**config.mk**
```make
export PLATFORM = sky130hd
export DESIGN_NAME = tsu_queue_reader
export DESIGN_NICKNAME = d
export VERILOG_FILES = /design/src/rtl/tsu_queue_reader.sv
export SDC_FILE = /design/constraint.sdc
export NUM_CORES = 1
export LEC_CHECK = 0
export BUFFER_PORTS_ARGS = -buffer_cell sky130_fd_sc_hd__buf_2
export CORE_MARGIN = 3
export CORE_UTILIZATION = 42
export DETAILED_ROUTE_END_ITERATION = 7
export GPL_TIMING_DRIVEN = 0
export PLACE_DENSITY = 0.64
export SYNTH_ARGS = -nofsm -noshare
export SYNTH_HDL_FRONTEND = slang
export SYNTH_SLANG_ARGS = --single-unit
export TNS_END_PERCENT = 1
```
**constraint.sdc**
```tcl
create_clock -name q_rd_clk -period 4 [get_ports q_rd_clk]
set_input_delay 0.2 -clock q_rd_clk [delete_from_list [all_inputs] [get_ports q_rd_clk]]
set_output_delay 0.2 -clock q_rd_clk [all_outputs]
set_load 0.01 [all_outputs]
```
**src/rtl/tsu_queue_reader.sv**
```systemverilog
// tsu_queue_reader
//   Pops timestamp entries from the TSU queue one at a time and streams each
//   128-bit entry to a consumer as four 32-bit words, most significant first.
//
// Parameters
//   RD_LATENCY  cycles from q_rd_en high to q_rd_data valid (1..3)
//   CNT_W       width of the delivered-entry counter
//
// Ports
//   q_rd_clk    clock, all logic on the rising edge
//   q_rst_n     asynchronous active-low reset
//   q_rd_en     pop strobe to the TSU queue (one cycle per entry)
//   q_rd_stat   queue occupancy, 0 = empty
//   q_rd_data   queue entry, valid RD_LATENCY cycles after q_rd_en
//   flush       synchronous discard of the entry in flight
//   out_valid   out_data holds a valid word
//   out_ready   consumer accepts the current word
//   out_data    current 32-bit word of the held entry
//   out_last    high with the final (fourth) word of an entry
//   ent_cnt     saturating count of entries fully delivered
module tsu_queue_reader #(
  parameter int unsigned RD_LATENCY = 1,
  parameter int unsigned CNT_W      = 16
) (
  input  logic             q_rd_clk,
  input  logic             q_rst_n,
  output logic             q_rd_en,
  input  logic [7:0]       q_rd_stat,
  input  logic [127:0]     q_rd_data,
  input  logic             flush,
  output logic             out_valid,
  input  logic             out_ready,
  output logic [31:0]      out_data,
  output logic             out_last,
  output logic [CNT_W-1:0] ent_cnt
);

  typedef enum logic [1:0] {
    IDLE = 2'd0,
    WAIT = 2'd1,
    SEND = 2'd2
  } state_t;

  localparam logic [1:0] LAT = 2'(RD_LATENCY);

  state_t       state;
  logic [1:0]   idx;
  logic [1:0]   wait_cnt;
  logic [127:0] hold;
  logic         flush_pend;
  logic         rd_arm;

  // Word n of an entry, word 0 being the most significant.
  function automatic logic [31:0] word_sel(input logic [127:0] ent,
                                           input logic [1:0]   n);
    logic [31:0] w;
    case (n)
      2'd0:    w = ent[127:96];
      2'd1:    w = ent[95:64];
      2'd2:    w = ent[63:32];
      default: w = ent[31:0];
    endcase
    return w;
  endfunction

  // The pop strobe is issued in the IDLE cycle itself so that a full entry
  // takes 1 (pop) + RD_LATENCY + 4 (words) cycles. It is gated by flush in
  // the same cycle, and by rd_arm, which stays low until the first clock
  // edge after reset release so no pop can occur while coming out of reset.
  assign q_rd_en = rd_arm && (state == IDLE) && (q_rd_stat != '0) && !flush;

  always_ff @(posedge q_rd_clk or negedge q_rst_n) begin
    if (!q_rst_n) begin
      state      <= IDLE;
      idx        <= '0;
      wait_cnt   <= '0;
      hold       <= '0;
      flush_pend <= 1'b0;
      rd_arm     <= 1'b0;
      out_valid  <= 1'b0;
      out_data   <= '0;
      out_last   <= 1'b0;
      ent_cnt    <= '0;
    end else begin
      rd_arm <= 1'b1;
      case (state)
        IDLE: begin
          if (q_rd_en) begin
            state      <= WAIT;
            wait_cnt   <= 2'd1;
            flush_pend <= 1'b0;
          end
        end

        WAIT: begin
          // wait_cnt == LAT marks the cycle q_rd_data is valid. A flush seen
          // anywhere in WAIT lets the read complete but drops the data.
          if (wait_cnt == LAT) begin
            if (flush || flush_pend) begin
              state <= IDLE;
            end else begin
              hold      <= q_rd_data;
              out_data  <= q_rd_data[127:96];
              out_valid <= 1'b1;
              out_last  <= 1'b0;
              idx       <= '0;
              state     <= SEND;
            end
          end else begin
            wait_cnt <= wait_cnt + 2'd1;
            if (flush) begin
              flush_pend <= 1'b1;
            end
          end
        end

        SEND: begin
          // The final handshake takes priority over a simultaneous flush.
          if (out_ready && (idx == 2'd3)) begin
            if (ent_cnt != '1) begin
              ent_cnt <= ent_cnt + CNT_W'(1);
            end
            out_valid <= 1'b0;
            out_last  <= 1'b0;
            out_data  <= '0;
            idx       <= '0;
            state     <= IDLE;
          end else if (flush) begin
            hold      <= '0;
            out_valid <= 1'b0;
            out_last  <= 1'b0;
            out_data  <= '0;
            idx       <= '0;
            state     <= IDLE;
          end else if (out_ready) begin
            idx      <= idx + 2'd1;
            out_data <= word_sel(hold, idx + 2'd1);
            out_last <= (idx == 2'd2);
          end
        end

        default: begin
          state <= IDLE;
        end
      endcase
    end
  end

endmodule

```
==> impl_metrics.env, run 1 <==
export IMPL_status="completed"
export IMPL_cts_root_buf="clkbuf_16"
export IMPL_ioPinCount=191
export IMPL_syn_area_um2=8740
export IMPL_syn_nets=1097
export IMPL_wirelength_mm=26.9
export IMPL_ys_ff_latch=186
export IMPL_hold_viol_final=0
export IMPL_fmax_ghz=0.414
export IMPL_cts_path_max_buffers=2
export IMPL_grt_ovfl_total=0
export IMPL_hold_path_startpoint="q_rd_data[84]"
export IMPL_arrival_ns=2.77
export IMPL_finalWorstSetupSlack_ns=1.59
export IMPL_dp_hpwl_mm=19.2
export IMPL_max_slew_worst_pin_slew_ns=0.676
export IMPL_fin_skew_ns=0.00839
export IMPL_num_vias=7695
export IMPL_met2_usage_pct=39.7
export IMPL_grt_pass1_wl_mm=42.1
export IMPL_final_nets=1315
export IMPL_r2r_end="out_data[25]"
export IMPL_clk_latency_ns=0.44
export IMPL_top_usage_layer="met2"
export IMPL_slew_headroom_pct=54.9
export IMPL_layout_common_cells="204 x buf_2, 198 x nand2_1, 186 x dfrtp_1"
export IMPL_yosys_area_share_adder_pct=1.57
export IMPL_drt_vias_per_instance=5.32
export IMPL_drive_gt1_share_pct=21.3
export IMPL_pre_cts_ws_ns=1.66
export IMPL_reg2reg_from="state[0]"
export IMPL_grt_usage_pct=24.3
export IMPL_cpPeakStageDelay_ns=0.56
export IMPL_power_total_mw=8.49
export IMPL_finalSetupTns_ns=0
export IMPL_num_antenna_cells=0
export IMPL_finalNonFillerCells=1446
export IMPL_drtPass1Iterations=6
export IMPL_clkTransAtPathRegs_ns=0.07
export IMPL_syn_inst=946
export IMPL_postPlaceCellArea_um2=10100
export IMPL_ys_warn_count=0
export IMPL_critPathRequiredTime_ns=4.35
export IMPL_synth_distinct_cells=41
export IMPL_synth_simple_area_share_pct=22.1
export IMPL_post_route_period_util_pct=60.4
export IMPL_htreeDepth=4
export IMPL_crit_fanout=10
export IMPL_seq_area_frac_synth_pct=53.2
export IMPL_avgSynthCellArea_um2=9.24
export IMPL_slowest_stage="clkbuf_1"
export IMPL_hold_end="hold[84]"
export IMPL_criticalPathCategory="reg2reg"
export IMPL_synth_top_family_by_area="simple AND/OR/NAND/NOR gates"
export IMPL_ctsResizeCount=0
export IMPL_drtAntennaViolNets=0
export IMPL_fp_dieArea_um2=22600
export IMPL_power_density_nw_per_um2=786
export IMPL_endpoint_kind="register"
export IMPL_p_leak_nw=5.03
export IMPL_whs_path_depth=3
export IMPL_rrSetupSlack_ns=1.59
export IMPL_fp_row_count=52
export IMPL_use_met3_pct=4.39
export IMPL_grt_max_degree=109
export IMPL_drt_initial_drc_count=573
export IMPL_final_common_cell="buf_2"
export IMPL_cts_buffers=17
export IMPL_antenna_found_initial=0
export IMPL_place_gp_congestion=0.837
export IMPL_cts_tree="built"
export IMPL_synthXorXnorAreaFrac_pct=1.30
export IMPL_area_delta_synth_final_pct=23.5
export IMPL_die_h_um=150
export IMPL_start_util_pct=42.9
export IMPL_cts_num_sinks=186
export IMPL_fin_crit_ns=2.41
export IMPL_post_cts_buffers=0
export IMPL_die_w_um=150
export IMPL_crit_chain="inv_1 -> ha_1 -> nand2b_2 -> nor2_2 -> clkbuf_1 -> nand2_1 -> a31oi_1"
export IMPL_grt_pass1_vias=7722
export IMPL_muxShareOfSynthArea_pct=0.372
export IMPL_coreArea_um2=20400
export IMPL_r2r_cells=7
export IMPL_io_buffers=190
export IMPL_finalSetupViolCount=0
export IMPL_path_buf_inv=2
export IMPL_wl_per_cell_um=18.6
export IMPL_grt_use_met1_pct=32.6
export IMPL_cp_start_kind="register"
export IMPL_hp_class="in2reg"
export IMPL_fill_cells=1975
export IMPL_holdBufCountCts=8
export IMPL_crit_family="simple AND/OR/NAND/NOR gates"
export IMPL_drcViolationCount=0
export IMPL_ir_worst_vdd_mv=0.394
export IMPL_max_cap_violations=0
export IMPL_rsz0062_at_grt="false"
export IMPL_synth_compound_area_share_pct=17.2
export IMPL_design_area_um2=10800
export IMPL_place_inst=1407
export IMPL_slew_violations=0
==> area by class of cell <==
class | count | area [um^2] | share of cell area, %
Sequential cell | 186 | 4650 | 43.1
Buffer | 70 | 330 | 3.06
Inverter | 10 | 37.5 | 0.348
Multi-Input combinational cell | 680 | 3720 | 34.5
Tap cell | 270 | 338 | 3.13
Timing Repair Buffer | 199 | 1070 | 9.89
Clock buffer | 21 | 460 | 4.26
Clock inverter | 10 | 190 | 1.76
==> tightest hold or removal path: stages <==
cell and delay [ns]:
buf_2 0.10, nand2b_1 0.06, o21ai_1 0.05
==> kinds of logic (layout without fill, tap and decap cells) <==
| family | Yosys count | count (layout) |
|---|---|---|
| multiplexers | 3 | 3 |
| AO/OA/AOI/OAI | 250 | 250 |
| flip-flops | 186 | 186 |
| AND/OR/NAND/NOR | 402 | 402 |
| XOR/XNOR | 13 | 13 |
| buffers and inverters | 80 | 310 |
| other | 1 | 1 |
| adder cells (fa/ha/maj) | 11 | 11 |
==> layer usage <==
metal / part of all wire [%] / wire [um]
met5: 0 / 0
met1: 43 / 11600
met3: 6.8 / 1820
met4: 2.5 / 677
met2: 48 / 12800
==> Yosys cell counts <==
library cell,instances,area share (%)
nor2_1,40,1.7
a222oi_1,32,3.7
mux2_2,2,0.26
o21a_1,2,0.17
a21oi_1,4,0.23
and2_1,4,0.29
nor2_2,1,0.072
o2111ai_2,1,0.17
inv_1,10,0.43
nor4_1,3,0.21
o21ai_0,128,7.3
o21bai_1,1,0.086
and3_1,6,0.43
ha_1,11,1.6
xor2_1,1,0.10
o211ai_1,4,0.34
nand4_2,1,0.14
conb_1,1,0.043
and4_1,2,0.20
dfrtp_1,186,53
a221oi_1,1,0.10
clkbuf_1,48,2.1
a31oi_1,33,2.4
buf_6,6,0.77
nand3b_1,1,0.086
nor3b_2,1,0.14
o221a_2,1,0.13
xnor2_1,12,1.2
nand2b_1,131,9.4
mux2i_1,1,0.11
nand4b_1,1,0.10
nand2b_2,1,0.10
nand3_1,8,0.46
nand4_1,4,0.29
o21ai_1,40,2.3
a221o_1,1,0.11
buf_4,1,0.086
nand2_1,198,8.5
a22o_1,1,0.10
o22ai_1,1,0.072
buf_2,15,0.86
==> through the flow <==
stage / hold slack, ns / util, %
after floorplan: -0.0956 / -
after global placement: 0.451 / 49.3
after detailed placement: 0.227 / 49.4
after CTS: 0.000637 / 53.0
after global routing: 0.00495 / 53.0
final: 0.00727 / 53.0
==> worst max-delay path by stage <==
stage	startpoint	endpoint	slack [ns]	depth (start not counted)
floorplan	wait_cnt[1]	hold[56]	2.24	10
global placement	q_rst_n	hold[40]	-0.42	1
detailed placement	state[0]	out_data[24]	1.66	7
CTS	state[0]	out_data[24]	1.65	7
global route	state[0]	out_data[19]	1.46	7
finish	state[0]	out_data[25]	1.59	7
==> registers in the layout, summed over array words and instances (netlist names) <==
signal / count
ent_cnt: 16
flush_pend: 1
hold: 128
idx: 2
out_data: 32
out_last: 1
out_valid: 1
rd_arm: 1
state: 2
wait_cnt: 2
==> power breakdown <==
part,internal (mW),switching [mW],total [mW]
registers,2.73,0.463,3.19
logic,1.26,2.16,3.42
clock network,1.14,0.739,1.88
total,5.13,3.36,8.49
(Power assumes the default switching activity.)
==> inputs of run 2 (changes only) <==
Settings changed: ABC_AREA set to 1.
Clock period 4 ns to 2.4 ns, I/O delays scaled along.
==> run 2 against run 1 <==
- register-to-register slack got worse by 1.4 ns
- die area rose by 3.9%
- synthesized area grew 4.1%
- sequential share of layout area fell by 5.1 points
- non-clock buffer count up 117
- synthesized cell count increased by 24%
- total power increased by 80%
- fmax rose by 11%
- via count up 16%
- clock power is 48% higher
- hold slack improved by 0.011 ns
- combinational power is 110% higher
==> impl_metrics.env, run 2 <==
export IMPL_seq_area_frac_synth_pct=51.1
export IMPL_syn_area_um2=9100
export IMPL_num_antenna_cells=0
export IMPL_synth_top_cell_area_share_pct=51.1
export IMPL_avgSynthCellArea_um2=7.76
export IMPL_whs_path_depth=3
export IMPL_area_delta_synth_final_pct=34.7
export IMPL_ys_top_cells_by_count="522 x nand2_1, 186 x dfrtp_1, 172 x nand3_1"
export IMPL_hold_viol_final=0
export IMPL_post_route_period_util_pct=90.3
export IMPL_r2r_end="out_data[6]"
export IMPL_drt_initial_drc_count=606
export IMPL_ctsResizeCount=0
export IMPL_top_register="hold"
export IMPL_cp_start_kind="register"
export IMPL_status="completed"
export IMPL_coreArea_um2=21200
export IMPL_fmax_ghz=0.461
export IMPL_drtPass1Iterations=5
export IMPL_slew_violations=0
export IMPL_synth_compound_area_share_pct=6.16
export IMPL_fin_skew_ns=0.0115
export IMPL_reg_top3="hold (128), out_data (32), ent_cnt (16)"
export IMPL_rsz0062_at_grt="false"
export IMPL_ys_ff_latch=186
export IMPL_dp_hpwl_mm=19.7
export IMPL_ir_worst_vdd_mv=0.660
export IMPL_grt_max_degree=111
export IMPL_slew_headroom_pct=43.0
export IMPL_antenna_found_initial=0
export IMPL_place_gp_congestion=0.858
export IMPL_fin_crit_ns=2.17
export IMPL_drive_gt1_share_pct=18.4
export IMPL_final_common_cell="nand2_1"
export IMPL_synth_top_area_cell="dfrtp_1"
export IMPL_timing_critical_path_from="idx[0]"
export IMPL_synth_distinct_cells=28
export IMPL_grt_pass1_vias=8924
export IMPL_io_buffers=190
export IMPL_synth_area_top_cells="dfrtp_1 51%, nand2_1 22%, nand3_1 9.5%"
export IMPL_wl_per_cell_um=16.1
export IMPL_num_vias=8925
export IMPL_clk_latency_ns=0.43
export IMPL_wirelength_mm=29.0
export IMPL_synthXorXnorAreaFrac_pct=0.674
export IMPL_synth_top_family_by_area="simple AND/OR/NAND/NOR gates"
export IMPL_fp_row_count=53
export IMPL_finalSetupViolCount=0
export IMPL_start_util_pct=43.0
export IMPL_fill_cells=1931
export IMPL_grt_ovfl_total=0
export IMPL_final_nets=1659
export IMPL_post_cts_buffers=0
export IMPL_crit_fanout=10
export IMPL_fp_dieArea_um2=23500
export IMPL_r2r_cells=9
export IMPL_power_total_mw=15.3
export IMPL_endpoint_kind="register"
export IMPL_die_h_um=153
export IMPL_cts_root_buf="clkbuf_16"
export IMPL_max_slew_worst_pin_slew_ns=0.855
export IMPL_ys_warn_count=0
export IMPL_synthArstFlopShare_pct=100
export IMPL_syn_nets=1324
export IMPL_cts_buffers=17
export IMPL_cts_tree="built"
export IMPL_cts_path_max_buffers=2
export IMPL_whs_ns=0.0178
export IMPL_cts_num_sinks=186
export IMPL_synth_simple_area_share_pct=33.3
export IMPL_critPathRequiredTime_ns=2.71
export IMPL_ioPinCount=191
export IMPL_htreeDepth=4
export IMPL_p_leak_nw=6.41
export IMPL_hold_end="hold[108]"
export IMPL_post_route_util_pct=58.0
export IMPL_hold_path_startpoint="q_rd_data[108]"
export IMPL_arrival_ns=2.48
export IMPL_max_cap_violations=0
export IMPL_ys_flop_type="dfrtp_1"
export IMPL_drtAntennaViolNets=0
export IMPL_grt_usage_pct=24.9
export IMPL_clkTransAtPathRegs_ns=0.06
export IMPL_layout_common_cells="522 x nand2_1, 204 x buf_2, 186 x dfrtp_1"
export IMPL_muxShareOfSynthArea_pct=0
export IMPL_drcViolationCount=0
export IMPL_hp_class="in2reg"
export IMPL_criticalPathCategory="reg2reg"
export IMPL_syn_inst=1173
export IMPL_reg2reg_from="idx[0]"
export IMPL_synth_most_common_cell="nand2_1"
export IMPL_grt_pass1_wl_mm=47.0
export IMPL_power_density_nw_per_um2=1250
export IMPL_yosys_area_share_adder_pct=1.51
export IMPL_die_w_um=153
export IMPL_drt_vias_per_instance=4.97
export IMPL_largest_reg_flops=128
export IMPL_synth_edf_count=0
export IMPL_rrSetupSlack_ns=0.23
==> run 2: cell types whose count changed in the layout (fill, tap and decap cells not counted), sizes merged, moves of 30 or more <==
| cell | change |
|---|---|
| dlygate4sd3 | +117 |
| o21ai | -93 |
| nand2b | -132 |
| nand2 | +325 |
| a222oi | -32 |
| buf | +32 |
| inv | +45 |
| a21oi | +30 |
| a31oi | -33 |
| nand3 | +164 |
==> run 2: timing repair <==
item,CTS,global route
hold endpoints to repair,233,2
setup endpoints to repair,0,0
hold buffers,123,2
==> run 2: logic make-up after synthesis <==
kind of cell | after synthesis
xor gates and xnor gates | 7
adders and majority gates | 11
DFF | 186
other | 1
and+or+nand+nor | 735
buffers and inverters | 124
AOI/OAI and AO/OA | 109
==> run 2: worst max path at each step <==
stage          slack [ns]           to
2_1_floorplan        0.77   ent_cnt[3]
3_3_place_gp        -1.99     hold[58]
3_5_place_dp         0.28  out_data[6]
4_1_cts              0.27  out_data[6]
5_1_grt              0.04  out_data[6]
6_report             0.23  out_data[6]
==> run 2: final cells by class <==
type,instances,area (um^2),share of cell area [%]
plain buffers,70,454,3.70
repair buffers,316,2240,18.3
multi-input cells,863,3790,30.9
well taps,275,344,2.81
clock buffers,24,492,4.01
inverters,54,203,1.65
flip-flops and latches,186,4650,38.0
clock inverters,8,85.1,0.694
==> run 2: routing by layer <==
layer | global-route usage [%] | part of all wire, % | up-vias
met5 | 0 | 0 | -
met4 | 6.87 | 2.3 | 0
met3 | 4.61 | 6.5 | 52
met2 | 40.1 | 47 | 329
met1 | 34.8 | 45 | 4135
li1 | - | - | 4409
==> run 2: through the flow <==
| step | TNS (ns) | area, um^2 | std cells | setup WS, ns |
|---|---|---|---|---|
| CTS | 0 | 12200 | 1794 | 0.270 |
| floorplan | 0 | 9100 | 1173 | 0.766 |
| finish | 0 | 12300 | 1796 | 0.232 |
| detailed placement | 0 | 10400 | 1639 | 0.276 |
| global route | 0 | 12300 | 1796 | 0.0445 |
| global placement | -367.55 | 10400 | 1638 | -1.99 |
==> run 2: report_power, final <==
| part | leakage [nW] | internal [mW] | switching, mW |
|---|---|---|---|
| clock network | 0.277 | 1.55 | 1.22 |
| registers | 2.35 | 4.57 | 0.704 |
| logic | 3.78 | 2.67 | 4.57 |
| total | 6.41 | 8.79 | 6.50 |
==> run 2: worst max-delay path, stage by stage (launching register included) <==
cell and delay [ns]:
dfrtp_1 0.43, inv_1 0.15, ha_1 0.16, clkbuf_1 0.36, clkbuf_1 0.47, nand2_1 0.17, nand3_1 0.11, nand2_1 0.05
nand2_1 0.09, nand2_1 0.06
==> inputs of run 3 (changes only) <==
Settings changed: CORE_MARGIN 3 to 5, CORE_UTILIZATION 42 to 40, PLACE_DENSITY 0.64 to 0.61.
==> run 3 against run 2 <==
- first-iteration DRC count up 1.7%
- fmax fell by 2.7%
- cell count grew 0.72%
- die area rose by 10%
- hold slack improved by 0.0024 ns
- critical endpoint is now out_data[12]
- clock-buffer cell count decreased by 6
- clock power rose by 7.6%
- combinational power is essentially flat
- flip-flop and latch count is the same
- clock skew shrank 0.0027 ns
==> impl_metrics.env, run 3 (same netlist as run 2, synthesis figures left out) <==
export IMPL_hp_class="in2reg"
export IMPL_grt_pass1_wl_mm=47.5
export IMPL_clk_latency_ns=0.43
export IMPL_ioPinCount=191
export IMPL_dp_hpwl_mm=20.4
export IMPL_cts_tree="built"
export IMPL_crit_chain="inv_1 -> ha_1 -> nand2_1 -> a21oi_2 -> buf_2 -> nand3_1 -> nand2_1 -> nand2_1 -> nand2_1"
export IMPL_clkTransAtPathRegs_ns=0.07
export IMPL_post_cts_buffers=0
export IMPL_status="completed"
export IMPL_ctsResizeCount=0
export IMPL_cts_num_sinks=186
export IMPL_cts_buffers=17
export IMPL_fp_dieArea_um2=25900
export IMPL_rrSetupSlack_ns=0.17
export IMPL_r2r_cells=9
export IMPL_largest_reg_flops=128
export IMPL_grt_usage_pct=23.0
export IMPL_grt_pass1_vias=8941
export IMPL_slew_headroom_pct=46.7
export IMPL_hold_end="hold[110]"
export IMPL_reg_top3="hold (128), out_data (32), ent_cnt (16)"
export IMPL_drive_gt1_share_pct=18.6
export IMPL_wirelength_mm=29.6
export IMPL_reg2reg_from="state[0]"
export IMPL_r2r_end="out_data[12]"
export IMPL_crit_fanout=10
export IMPL_max_slew_worst_pin_slew_ns=0.799
export IMPL_ir_worst_vdd_mv=0.487
export IMPL_cts_path_max_buffers=2
export IMPL_drt_initial_drc_count=616
export IMPL_postPlaceCellArea_um2=10500
export IMPL_io_buffers=190
export IMPL_final_common_cell="nand2_1"
export IMPL_fill_cells=2108
export IMPL_fmax_ghz=0.449
export IMPL_finalWorstSetupSlack_ns=0.171
export IMPL_num_vias=8892
export IMPL_finalSetupTns_ns=0
export IMPL_die_w_um=161
export IMPL_endpoint_kind="register"
export IMPL_area_sequential_um2=4650
export IMPL_htreeDepth=4
export IMPL_design_area_um2=12400
export IMPL_fin_skew_ns=0.00878
export IMPL_grt_max_degree=96
export IMPL_drtAntennaViolNets=0
export IMPL_critPathRequiredTime_ns=2.77
export IMPL_rsz0062_at_grt="false"
export IMPL_cp_start_kind="register"
export IMPL_max_cap_violations=0
export IMPL_post_route_util_pct=54.9
export IMPL_die_h_um=161
export IMPL_cpPeakStageDelay_ns=0.59
export IMPL_pre_cts_ws_ns=0.201
export IMPL_slowest_stage="a21oi_2"
export IMPL_power_density_nw_per_um2=1260
export IMPL_place_inst=1650
export IMPL_finalNonFillerCells=1809
export IMPL_slew_violations=0
export IMPL_antenna_found_initial=0
export IMPL_area_delta_synth_final_pct=35.8
export IMPL_hold_viol_final=0
export IMPL_start_util_pct=40.5
export IMPL_top_register="hold"
export IMPL_p_leak_nw=6.44
export IMPL_post_route_period_util_pct=92.9
export IMPL_wl_per_cell_um=16.3
export IMPL_coreArea_um2=22500
export IMPL_fp_row_count=55
export IMPL_criticalPathCategory="reg2reg"
export IMPL_whs_path_depth=3
export IMPL_layout_common_cells="522 x nand2_1, 204 x buf_2, 186 x dfrtp_1"
export IMPL_cpMostUsedCell="nand2_1"
export IMPL_power_total_mw=15.5
export IMPL_hold_path_startpoint="q_rd_data[110]"
export IMPL_final_nets=1662
export IMPL_drtPass1Iterations=6
export IMPL_num_antenna_cells=0
export IMPL_arrival_ns=2.60
export IMPL_fin_crit_ns=2.23
export IMPL_multi_input_area_um2=3790
export IMPL_cts_root_buf="clkbuf_16"
export IMPL_drcViolationCount=0
export IMPL_drt_vias_per_instance=4.92
export IMPL_place_gp_congestion=0.864
export IMPL_grt_ovfl_total=0
export IMPL_finalSetupViolCount=0
export IMPL_whs_ns=0.0202
## run 3: cell types whose count changed in the layout (fill, tap and decap cells not counted), sizes merged
| cell | delta |
|---|---|
| clkbuf | -6 |
| buf | +1 |
| inv | +4 |
| bufinv | +2 |
| clkinvlp | +2 |
| dlygate4sd3 | +2 |
| clkinv | -2 |
## run 3: timing repair
item | CTS | global route
endpoints found under the setup margin | 0 | 0
hold endpoints to repair | 244 | 1
hold buffers | 126 | 1
## run 3: routing by layer
layer	track usage (%)	up-vias	share of wire, %
met1	32.4	4094	45
met2	36.1	320	46
met3	3.64	54	6.3
met5	0	-	0
met4	7.83	0	2.5
li1	-	4424	-
## run 3: critical path: cells and delay by family, from the launching register on
| family | cells | cell delay (ns) |
|---|---|---|
| fa+ha+maj | 1 | 0.20 |
| buf+inv | 2 | 0.49 |
| compound gates | 1 | 0.59 |
| flops | 1 | 0.40 |
| simple gates | 5 | 0.49 |
## run 3: final cells by class
cell class                 count  share of cell area (%)
sequential                   186                    37.7
clock inverter                14                    1.51
multi-input combinational    863                    30.7
clock buffer                  18                    3.47
buffer                        70                    3.67
inverter                      54                    1.64
tap                          285                    2.88
timing repair buffer         319                    18.5
## run 3: how the worst max path moves through the flow
stage	startpoint	end	slack, ns	depth (start not counted)
floorplan	ent_cnt[0]	ent_cnt[3]	0.77	9
finish	state[0]	out_data[12]	0.17	9
detailed placement	state[0]	out_data[9]	0.20	9
CTS	state[0]	out_data[9]	0.19	9
global placement	q_rst_n	hold[59]	-2.06	1
global route	state[0]	out_data[19]	0.04	9
## run 3: report_power, final
part / switching, mW / leakage (nW) / internal (mW)
registers: 0.701 / 2.35 / 4.57
clock network: 1.32 / 0.288 / 1.67
logic: 4.59 / 3.81 / 2.68
